==> src/rtl/serial_sub_pkg.sv <==
// Shared definitions for the bit-serial subtractor: FSM encoding and default width.
package serial_sub_pkg;

    localparam int unsigned DEFAULT_WIDTH = 8;

    typedef enum logic [1:0] {
        ST_IDLE = 2'd0,
        ST_RUN  = 2'd1,
        ST_DONE = 2'd2
    } state_t;

endpackage

==> src/rtl/serial_sub_full_sub.sv <==
// One-bit combinational full subtractor: d = a - b - b_in, with borrow out.
module full_sub (
    input  logic a,
    input  logic b,
    input  logic b_in,
    output logic d,
    output logic b_out
);

    assign d     = a ^ b ^ b_in;
    assign b_out = (~a & b) | (~a & b_in) | (b & b_in);

endmodule

==> src/rtl/serial_sub.sv <==
// Bit-serial subtractor: computes a - b LSB first, one bit per clock, with
// registered result flags that hold until the next completed operation.
module serial_sub
    import serial_sub_pkg::*;
#(
    parameter int unsigned WIDTH = DEFAULT_WIDTH
) (
    input  logic             clk,
    input  logic             rst,
    input  logic             start,
    input  logic [WIDTH-1:0] a,
    input  logic [WIDTH-1:0] b,
    output logic             busy,
    output logic             done,
    output logic [WIDTH-1:0] diff,
    output logic             borrow,
    output logic             ovf,
    output logic             zero
);

    localparam int unsigned     CW   = $clog2(WIDTH + 1);
    localparam logic [CW-1:0]   LAST = CW'(WIDTH - 1);

    state_t           state;
    logic [WIDTH-1:0] a_sr;
    logic [WIDTH-1:0] b_sr;
    logic [WIDTH-1:0] res_sr;
    logic [CW-1:0]    cnt;
    logic             bin;
    logic             a_msb;
    logic             b_msb;
    logic             d_bit;
    logic             bout_bit;
    logic [WIDTH-1:0] res_next;

    full_sub u_full_sub (
        .a     (a_sr[0]),
        .b     (b_sr[0]),
        .b_in  (bin),
        .d     (d_bit),
        .b_out (bout_bit)
    );

    // The last RUN edge shifts in the final bit and publishes the result in
    // the same cycle, so the flags are derived from the post-shift value.
    assign res_next = {d_bit, res_sr[WIDTH-1:1]};

    always_ff @(posedge clk or posedge rst) begin
        if (rst) begin
            state  <= ST_IDLE;
            a_sr   <= '0;
            b_sr   <= '0;
            res_sr <= '0;
            cnt    <= '0;
            bin    <= 1'b0;
            a_msb  <= 1'b0;
            b_msb  <= 1'b0;
            busy   <= 1'b0;
            done   <= 1'b0;
            diff   <= '0;
            borrow <= 1'b0;
            ovf    <= 1'b0;
            zero   <= 1'b0;
        end else begin
            case (state)
                ST_IDLE: begin
                    done <= 1'b0;
                    if (start) begin
                        a_sr   <= a;
                        b_sr   <= b;
                        a_msb  <= a[WIDTH-1];
                        b_msb  <= b[WIDTH-1];
                        res_sr <= '0;
                        bin    <= 1'b0;
                        cnt    <= '0;
                        busy   <= 1'b1;
                        state  <= ST_RUN;
                    end
                end
                ST_RUN: begin
                    a_sr   <= a_sr >> 1;
                    b_sr   <= b_sr >> 1;
                    res_sr <= res_next;
                    bin    <= bout_bit;
                    cnt    <= cnt + 1'b1;
                    if (cnt == LAST) begin
                        state  <= ST_DONE;
                        done   <= 1'b1;
                        diff   <= res_next;
                        borrow <= bout_bit;
                        ovf    <= (a_msb != b_msb) && (res_next[WIDTH-1] != a_msb);
                        zero   <= (res_next == '0);
                    end
                end
                ST_DONE: begin
                    done  <= 1'b0;
                    busy  <= 1'b0;
                    state <= ST_IDLE;
                end
                default: begin
                    done  <= 1'b0;
                    busy  <= 1'b0;
                    state <= ST_IDLE;
                end
            endcase
        end
    end

endmodule

==> config.mk <==
export PLATFORM = sky130hd
export DESIGN_NAME = serial_sub
export DESIGN_NICKNAME = d
export VERILOG_FILES = /design/src/rtl/serial_sub_pkg.sv /design/src/rtl/serial_sub_full_sub.sv /design/src/rtl/serial_sub.sv
export SDC_FILE = /design/constraint.sdc
export NUM_CORES = 1
export LEC_CHECK = 0
export BUFFER_PORTS_ARGS = -buffer_cell sky130_fd_sc_hd__buf_2
export CAP_MARGIN = 30
export CORE_AREA = 2 2 78 80
export DETAILED_ROUTE_END_ITERATION = 8
export DIE_AREA = 0 0 80 82
export GPL_ROUTABILITY_DRIVEN = 0
export MAX_ROUTING_LAYER = met4
export PLACE_DENSITY = 0.61
export SETUP_SLACK_MARGIN = 0.5
export SYNTH_ARGS = -nofsm -noshare
export SYNTH_HDL_FRONTEND = slang
export SYNTH_SLANG_ARGS = --single-unit
==> constraint.sdc <==
create_clock -name clk -period 1.7 [get_ports clk]
set_input_delay 0.34 -clock clk [delete_from_list [all_inputs] [get_ports clk]]
set_output_delay 0.34 -clock clk [all_outputs]
set_load 0.05 [all_outputs]
-- Word level (Yosys, flattened, before mapping)
Cells that the tools add are included.
- add/subtract/negate cells: 1
- eq/ne operators: 6
- multiplexer cells: 17
- bitwise operators: 9
- reduce and logical (&&, ||, !) cells: 9
- operators with widths (operator ; count):
    $pmux 8 s2 ; 3
    $mux 8 ; 3
    $reduce_and 2->1 ; 5
    $logic_not 8->1 ; 1
    $pmux 4 s2 ; 1
    $add 4x1->4 const B ; 1
    $eq 4x3->1 const B ; 1
    $mux 1 ; 4
    $mux 2 ; 2
    $mux 4 ; 1
    $ne 2x2->1 const B ; 2
    $pmux 1 s2 ; 2
    $pmux 2 s2 ; 1
    $and 1x1->1 ; 3
    $eq 2x1->1 const B ; 1
    $logic_not 2->1 ; 1
    $ne 1x1->1 ; 2
    $not 1->1 ; 2
    $or 1x1->1 ; 2
    $reduce_bool 2->1 ; 1
    $xor 1x1->1 ; 2
    $logic_and 1x1->1 ; 1
- flip-flop bits (word level): 46
- logic and storage cells: 56

-- Longest topological paths before layout
Gate-level depths: netlist of run 1.
- depth after elaboration: 5
- depth in mapped cells: 5

-- By module
A second synthesis of run 1 with hierarchy kept.
- cell total of the unflattened synthesis: 176
- area total of the unflattened synthesis: 1971.9 um^2
- modules (own cells, without submodules) (module ; times used ; cells an instance ; area each (um^2) ; seq. area each (um^2)):
    serial_sub ; 1 ; 173 ; 1944.4 ; 1126.1
    full_sub ; 1 ; 3 ; 27.5 ; 0.0

-- Worst setup path after synthesis of run 1
OpenSTA, ideal clock, no wires.
- path kind: reg2reg
- from: register cnt[0]
- to: register borrow
- arrival time: 1.405 ns
- required time: 1.572 ns
- setup slack: 0.168 ns
- stages on the path, launching flop included: 6
- path buffers: 1
- period minus slack after synthesis: 1.532 ns
- cell sequence: dfrtp_1 ha_1 and3b_1 and2_4 buf_4 mux2_1
- word-level cells in the longest chain between the ends: 2
- RTL lines (what ; RTL line ; text):
    from (decl) ; serial_sub.sv:28 ; logic [CW-1:0] cnt;
    from (signal assigned) ; serial_sub.sv:85 ; cnt <= cnt + 1'b1;
    $eq 4x3->1 ; serial_sub.sv:86 ; if (cnt == LAST) begin
    $reduce_and 2->1 (no source line) ; -- ;
    to (signal assigned) ; serial_sub.sv:90 ; borrow <= bout_bit;
    to (decl) ; serial_sub.sv:16 ; output logic borrow,
Every way passes these cells.
A chain may end at the register's enable or synchronous reset.

-- Final worst setup path of run 1
- from: register bin
- to: register zero
- word-level cells in the longest chain between the ends: 2
- RTL lines (what ; RTL line ; text):
    from (decl) ; serial_sub.sv:29 ; logic bin;
    from (signal assigned) ; serial_sub.sv:84 ; bin <= bout_bit;
    $xor 1x1->1 ; serial_sub_full_sub.sv:10 ; assign d = a ^ b ^ b_in;
    $logic_not 8->1 ; serial_sub.sv:92 ; zero <= (res_next == '0);
    to (signal assigned) ; serial_sub.sv:92 ;
    to (decl) ; serial_sub.sv:18 ; output logic zero
Every way passes these cells.

==> impl_metrics.yaml, run 1 <==
final_layout:
  diodes: 0
  area_growth_pct: 57.9
  nets: 264
  drive_above_1_share_pct: 54.9
  fillers: 511
  regArea_um2: 1130
  multiInputGateArea_um2: 983
setup_path:
  reg2reg_from: "bin"
  cp-endpoint: "zero"
  crit_required_ns: 1.92
  end_kind: "register"
  cp-start-kind: "register"
  r2r-end: "zero"
  cp_max_fo: 4
  r2r_slack_ns: 0.14
  crit_start: "bin"
  worstSetupPathType: "register to register"
  cp.arrival_ns: 1.79
  r2r_cells: 4
clock_network:
  h-tree-depth: 2
  clk_pin_slew_ns: 0.09
  cts_tree: "done"
  clock-sinks: 45
  clockBufferDepth: 2
  cts_buffers: 5
  cts_root_buf: "clkbuf_8"
  clk-insertion-delay-late_ns: 0.30
  hold_buffers: 0
sta:
  relSlewSlack_pct: 67.4
  finalSetupViolCount: 0
  slew_viol_final: 0
  hold_viol_final: 0
  tightest_slew_ns: 0.488
  clock.fmax_ghz: 0.639
  setup_tns_ns: 0
  rsz0062_at_grt: "true"
  layout_setup_ws_ns: 0.135
  finalClockSkew_ns: 0.0106
  timing.final.crit_share_pct: 92.0
  fin_crit_ns: 1.56
global_route:
  grt_start_max_net_pins: 29
  overflow: 0
  antenna_found_initial: 0
  grt_use_total_pct: 15.0
  grt_pass1_vias: 1428
  grt_pass1_wl_um: 7170
pwr:
  ir_drop_v: 0.000893
  power.total_w: 0.00625
  power_leakage_nw: 1.42
  pwr_density_cell_nw_per_um2: 2060
logic_synthesis:
  synth_ff_type: "dfrtp_1"
  synthSimpleGateAreaFrac_pct: 18.4
  yosysMostFrequentCell: "dfrtp_1"
  synth_mux_area_share_pct: 6.32
  synth_seq_cells: 45
  synthTopCellsByCount: "dfrtp_1, nor2_1, nand2_1"
  synthTopCellsByArea: "dfrtp_1, nor2_1, nand2_1"
  synth_edf_count: 0
  synth_cell_types: 35
  synth-xor-area-share_pct: 0.456
  ys_seq_area_share_pct: 58.6
  synthesis.area_um2: 1920
  synth_top_area_share_pct: 58.6
  async_flop_share_pct: 100
  synth_top_family_by_area: "simple AND/OR/NAND/NOR gates"
  avgSynthCellArea_um2: 11.0
  yosys_warnings: 0
  synthAdderAreaFrac_pct: 1.69
  syn_nets: 195
  synth_compound_area_share_pct: 10.3
  synth_cells: 174
  yosysTopAreaCell: "dfrtp_1"
job:
  maxCapViolations: 0
drt:
  wl_um: 4690
  drtAntennaViolNets: 0
  vias: 1540
  drcViolationCount: 0
  routedWlPerCell_um: 14.7
  drt_iter0_drc: 84
  first_pass_iters: 4
  via_per_inst: 4.83
placed_design:
  numPortBuffers: 31
  dpl.hpwl_um: 2550
  post-place-ws_ns: 0.169
floorplanning:
  die_h_um: 82
  initial_utilization_pct: 33.4
  die-area_um2: 6560
  coreArea_um2: 5750
  die_w_um: 80
  rows: 28
  ioPinCount: 32
min_path:
  hold_path.class: "input port to asynchronous set/reset pin"
run_status:
  status: "completed"
-- layout by cell type, fill, tap and decap left out, drive strengths merged, types with 3 or more instances in the layout --
cell and n:
buf 68, dfrtp 45, nor2 29, nand2 25, o22ai 14, nand3 10
mux2 9, clkbuf 8, inv 4, o21ai 4, clkinvlp 3
-- through the flow --
step | cell area (um2) | utilization [%] | instances | hold WS (ns)
finish | 3030 | 52.8 | 319 | 0.0537
global placement | 2280 | 39.6 | 277 | 0.395
global route | 3030 | 52.8 | 319 | 0.0810
floorplan | 2030 | - | 174 | 0.351
detailed placement | 2280 | 39.6 | 277 | 0.397
CTS | 2830 | 49.3 | 310 | 0.0661
-- cell type report --
cell class	instances	area share (%)
clock inverter	2	0.495
timing repair buffer	70	23.6
clock buffer	6	2.39
sequential	45	37.2
inverter	5	0.743
tap	75	3.10
multi-input combinational	116	32.4
-- report_power, final --
part | internal [W] | switching [W]
registers | 0.00156 | 0.000441
clock network | 0.000290 | 0.000371
logic | 0.00190 | 0.00168
-- cell families after synthesis --
family / count (synthesis)
AO/OA/AOI/OAI: 25
XOR/XNOR: 1
adder cells (fa/ha/maj): 2
buffers and inverters: 14
flip-flops: 45
multiplexers: 11
AND/OR/NAND/NOR: 76
-- worst max-delay path, stage by stage (launching register included) --
cell and delay (ns):
dfrtp_1 0.41, fa_2 0.62, nor4b_4 0.21, nand4_1 0.14, o21ai_1 0.12
-- state kept, by name, indices dropped and copies added (netlist names) --
register / flops
bin: 1
res_sr: 7
busy: 1
b_msb: 1
ovf: 1
done: 1
a_msb: 1
diff: 8
state: 2
borrow: 1
cnt: 4
b_sr: 8
zero: 1
a_sr: 8
-- timing repair --
item                                    in CTS  in global routing
buffers inserted                            21                  7
resized for setup                           56                 21
cloned                                       4                  2
endpoints found under the setup margin      54                 56
pin swaps                                    3                  7
-- metal layers --
layer | GRT usage, % | up-vias | share of wire, %
li1 | - | 731 | -
met1 | 19.3 | 752 | 46
met2 | 23.3 | 46 | 47
met3 | 3.63 | 11 | 4.7
met4 | 5.08 | 0 | 2.5
met5 | - | - | 0
-- worst min path at each step --
stage / cells past startpoint / endpoint / startpoint
finish: 2 / diff[7] / rst
global route: 2 / diff[7] / rst
CTS: 2 / diff[7] / rst
detailed placement: 2 / busy / rst
global placement: 2 / busy / rst
floorplan: 1 / a_msb / rst
(Power assumes the default switching activity.)
==> run 2, diff against run 1 <==
Settings changed: PLACE_DENSITY 0.61 to 0.63, REMOVE_ABC_BUFFERS from default to 1.
==> run 2 against run 1 <==
Via count fell by 8.8%. Largest power group unchanged. Non-clock buffer count decreased by 16. Wire length down 11%. Highest routed layer unchanged.
==> impl_metrics.yaml, run 2 (synthesis gave the netlist of run 1 again) <==
pwr:
  power_leakage_nw: 1.25
  ir_drop_v: 0.000778
  pwr_density_cell_nw_per_um2: 2090
  power.total_w: 0.00535
clock_network:
  h-tree-depth: 2
  cts_root_buf: "clkbuf_8"
  cts_buffers: 5
  cts_tree: "done"
  clock-sinks: 45
  clockBufferDepth: 2
  clk_pin_slew_ns: 0.08
  clk-insertion-delay-late_ns: 0.29
run_status:
  status: "completed"
floorplanning:
  die-area_um2: 6560
  initial_utilization_pct: 33.4
  die_h_um: 82
  die_w_um: 80
  rows: 28
  ioPinCount: 32
  coreArea_um2: 5750
setup_path:
  r2r-end: "zero"
  crit_required_ns: 1.92
  crit_start: "a_sr[0]"
  cp.arrival_ns: 1.77
  r2r_slack_ns: 0.15
  cp-start-kind: "register"
  cp_max_fo: 4
  reg2reg_from: "a_sr[0]"
  worstSetupPathType: "register to register"
  end_kind: "register"
  cp-endpoint: "zero"
  r2r_cells: 5
sta:
  timing.final.crit_share_pct: 91.0
  layout_setup_ws_ns: 0.153
  setup_tns_ns: 0
  hold_viol_final: 0
  tightest_slew_ns: 0.297
  finalSetupViolCount: 0
  clock.fmax_ghz: 0.646
  slew_viol_final: 0
  relSlewSlack_pct: 80.0
  finalClockSkew_ns: 0.00908
  rsz0062_at_grt: "true"
  fin_crit_ns: 1.55
global_route:
  overflow: 0
  grt_start_max_net_pins: 46
  grt_pass1_wl_um: 6900
  grt_use_total_pct: 14.2
  antenna_found_initial: 0
  grt_pass1_vias: 1413
drt:
  vias: 1405
  wl_um: 4180
  routedWlPerCell_um: 13.8
  drt_iter0_drc: 104
  via_per_inst: 4.64
  drcViolationCount: 0
  drtAntennaViolNets: 0
  first_pass_iters: 4
final_layout:
  layout_commonest_cell: "dfrtp_1"
  top_regs: "a_sr: 8 flops, b_sr: 8 flops, diff: 8 flops"
  drive_above_1_share_pct: 39.5
  area_growth_pct: 33.4
  nets: 248
  final_cell_mix: "dfrtp_1, nor2_1, nand2_1"
  multiInputGateArea_um2: 786
  layoutNonFillerInstCount: 303
  fillers: 574
  regArea_um2: 1130
  diodes: 0
min_path:
  hold_path.class: "input port to asynchronous set/reset pin"
placed_design:
  placed_cells: 278
  dpl.hpwl_um: 2550
  numPortBuffers: 31
  post-place-ws_ns: 0.156
job:
  maxCapViolations: 0
-- run 2: changes by cell type in the layout (fill, tap and decap cells not counted), sizes merged --
cell,previous run,this run
clkbuf,8,7
clkinv,0,2
buf,68,54
clkinvlp,3,0
-- run 2: metal layers --
layer | track usage [%] | part of all wire, % | wire length [um] | up-vias
met2 | 21.5 | 48 | 2020 | 19
met3 | 3.08 | 2.6 | 110 | 4
met5 | - | 0 | 0 | -
li1 | - | - | - | 696
met1 | 18.8 | 48 | 1990 | 686
met4 | 5.08 | 1.1 | 48 | 0
-- run 2: power by group --
| part | switching [W] | internal, W | total (W) |
|---|---|---|---|
| sequential | 0.000386 | 0.00156 | 0.00195 |
| combinational | 0.00140 | 0.00129 | 0.00268 |
| clock | 0.000350 | 0.000368 | 0.000717 |
| total | 0.00213 | 0.00322 | 0.00535 |
-- run 2: timing repair --
item	in CTS	in global routing
hold buffers	0	0
endpoints found under the setup margin	54	56
pin swaps	3	0
gates resized for setup	41	10
endpoints found under the hold margin	0	0
buffers inserted	9	7
cloned	1	0
-- run 2: worst min-delay path by stage --
stage,to,slack [ns],cells past startpoint
3_5_place_dp,a_sr[4],0.40,3
2_1_floorplan,cnt[3],0.44,1
3_3_place_gp,a_sr[3],0.39,3
5_1_grt,a_sr[1],0.11,3
4_1_cts,ovf,0.08,3
6_report,res_sr[7],0.07,3
-- run 2: layout make-up --
class	count	area share (%)
Inverter	5	0.732
Tap cell	75	3.66
Clock inverter	1	0.195
Timing Repair Buffer	54	17.0
Sequential cell	45	43.9
Multi-Input combinational cell	116	30.7
Clock buffer	7	3.76
-- run 2: worst max-delay path, stage by stage (launching register included) --
cell and delay (ns):
dfrtp_1 0.35, inv_2 0.05, fa_2 0.62, nor4b_4 0.23
nand4_1 0.13, o21ai_1 0.10
-- run 2: metrics by stage --
stage / utilization [%] / instance area, um2 / hold WS, ns
global route: 44.6 / 2560 / 0.105
floorplan: - / 1860 / 0.437
finish: 44.6 / 2560 / 0.0736
detailed placement: 37.8 / 2170 / 0.400
global placement: 37.8 / 2170 / 0.394
CTS: 43.1 / 2470 / 0.0803
==> run 3, diff against run 2 <==
==> constraint.sdc (replaced) <==
create_clock -name clk -period 1.7 [get_ports clk]
set_input_delay 0.17 -clock clk [delete_from_list [all_inputs] [get_ports clk]]
set_output_delay 0.17 -clock clk [all_outputs]
set_load 0.05 [all_outputs]
==> run 3 against run 2 <==
Worst setup slack better by 0.028 ns. Global-route usage is 0.41 points higher. Core utilization is 4.0 points higher. Cell count is 1.3% higher. Largest power group unchanged.
==> impl_metrics.yaml, run 3 (synthesis gave the netlist of run 1 again) <==
global_route:
  grt_start_max_net_pins: 30
  grt_pass1_vias: 1437
  antenna_found_initial: 0
  overflow: 0
  grt_use_total_pct: 14.6
  grt_pass1_wl_um: 7090
setup_path:
  end_kind: "register"
  cp.arrival_ns: 1.76
  worstSetupPathType: "register to register"
  cp-start-kind: "register"
  crit_start: "a_sr[0]"
  r2r-end: "ovf"
  cp-endpoint: "ovf"
  r2r_cells: 5
  cp_max_fo: 5
  r2r_slack_ns: 0.18
  crit_required_ns: 1.94
  reg2reg_from: "a_sr[0]"
floorplanning:
  die_h_um: 82
  coreArea_um2: 5750
  die_w_um: 80
  ioPinCount: 32
  initial_utilization_pct: 33.4
  die-area_um2: 6560
  rows: 28
sta:
  finalClockSkew_ns: 0.00671
  tightest_slew_ns: 0.626
  timing.final.crit_share_pct: 89.4
  fin_crit_ns: 1.52
  hold_viol_final: 0
  relSlewSlack_pct: 58.0
  slew_viol_final: 0
  setup_tns_ns: 0
  finalSetupViolCount: 0
  rsz0062_at_grt: "true"
  clock.fmax_ghz: 0.658
final_layout:
  final_cell_mix: "dfrtp_1, buf_2, nand2_1"
  drive_above_1_share_pct: 51.7
  regArea_um2: 1130
  area_growth_pct: 45.4
  nets: 253
  diodes: 0
  fillers: 540
  top_regs: "a_sr: 8 flops, b_sr: 8 flops, diff: 8 flops"
  layout_commonest_cell: "dfrtp_1"
  multiInputGateArea_um2: 946
clock_network:
  cts_tree: "done"
  clock-sinks: 45
  cts_buffers: 5
  clockBufferDepth: 2
  clk_pin_slew_ns: 0.08
  cts_root_buf: "clkbuf_8"
  clk-insertion-delay-late_ns: 0.29
  h-tree-depth: 2
placed_design:
  numPortBuffers: 31
  dpl.hpwl_um: 2630
drt:
  drt_iter0_drc: 143
  via_per_inst: 4.91
  vias: 1508
  wl_um: 4920
  drcViolationCount: 0
  first_pass_iters: 4
  routedWlPerCell_um: 16.0
  drtAntennaViolNets: 0
pwr:
  power.total_w: 0.00563
  power_leakage_nw: 1.33
  pwr_density_cell_nw_per_um2: 2020
  ir_drop_v: 0.000728
job:
  maxCapViolations: 0
run_status:
  status: "completed"
min_path:
  min_from: "a[7]"
  hold_path.class: "input port to register"
## run 3: cell types whose count changed in the layout (fill, tap and decap cells not counted), moves of 4 or more
cell,before,now
buf_6,17,7
nor2_1,26,20
nor2_2,2,8
nand3_2,0,5
buf_2,18,31
o22ai_1,8,1
o22ai_2,6,10
nand3_1,10,5
buf_4,18,11
## run 3: metal layers
layer  wire length, um  vias up  GRT usage (%)
met5                 0        -              -
met3               180       11           2.64
met2              2450       34           21.5
met1              2130      754           19.4
li1                  -      709              -
met4               160        0           7.12
## run 3: through the flow
step | worst slack (ns) | cell area, um2 | cells | hold WS, ns | utilization, %
floorplan | 0.139 | 1860 | 165 | 0.275 | -
global placement | 0.178 | 2170 | 278 | 0.198 | 37.8
detailed placement | 0.157 | 2170 | 278 | 0.197 | 37.8
CTS | 0.249 | 2470 | 298 | 0.0917 | 42.9
global route | 0.108 | 2790 | 307 | 0.106 | 48.6
finish | 0.181 | 2790 | 307 | 0.103 | 48.6
## run 3: worst min path at each step
stage | endpoint | slack (ns) | cells past startpoint
final | a_msb | 0.10 | 3
after detailed placement | a_sr[4] | 0.20 | 2
after global placement | a_sr[4] | 0.20 | 2
after floorplan | a_msb | 0.28 | 2
after global routing | b_msb | 0.11 | 3
after CTS | b_msb | 0.09 | 3
## run 3: repair_timing
action                     4_1_cts  5_1_grt
pin swaps                        4       32
setup endpoints to repair       41       43
hold buffers                     1        0
gates resized for setup         25       46
setup buffers                   10        6
cloned                           2        3
hold endpoints to repair        16        0
## run 3: critical path, stage by stage (launching register included)
cell	delay (ns)
dfrtp_1	0.34
inv_2	0.05
fa_2	0.63
nand2_1	0.08
o22ai_1	0.19
mux2_4	0.18
## run 3: final cells by class
type	count	share of cell area (%)
Clock buffer	7	3.09
Inverter	5	0.672
Multi-Input combinational cell	116	33.9
Sequential cell	45	40.4
Tap cell	75	3.36
Timing Repair Buffer	59	18.6
## run 3: report_power, final
part / switching, W / total (W) / leakage, nW / internal (W)
logic: 0.00160 / 0.00299 / 0.735 / 0.00138
registers: 0.000419 / 0.00198 / 0.553 / 0.00157
clock network: 0.000338 / 0.000661 / 0.0443 / 0.000323
total: 0.00236 / 0.00563 / 1.33 / 0.00327
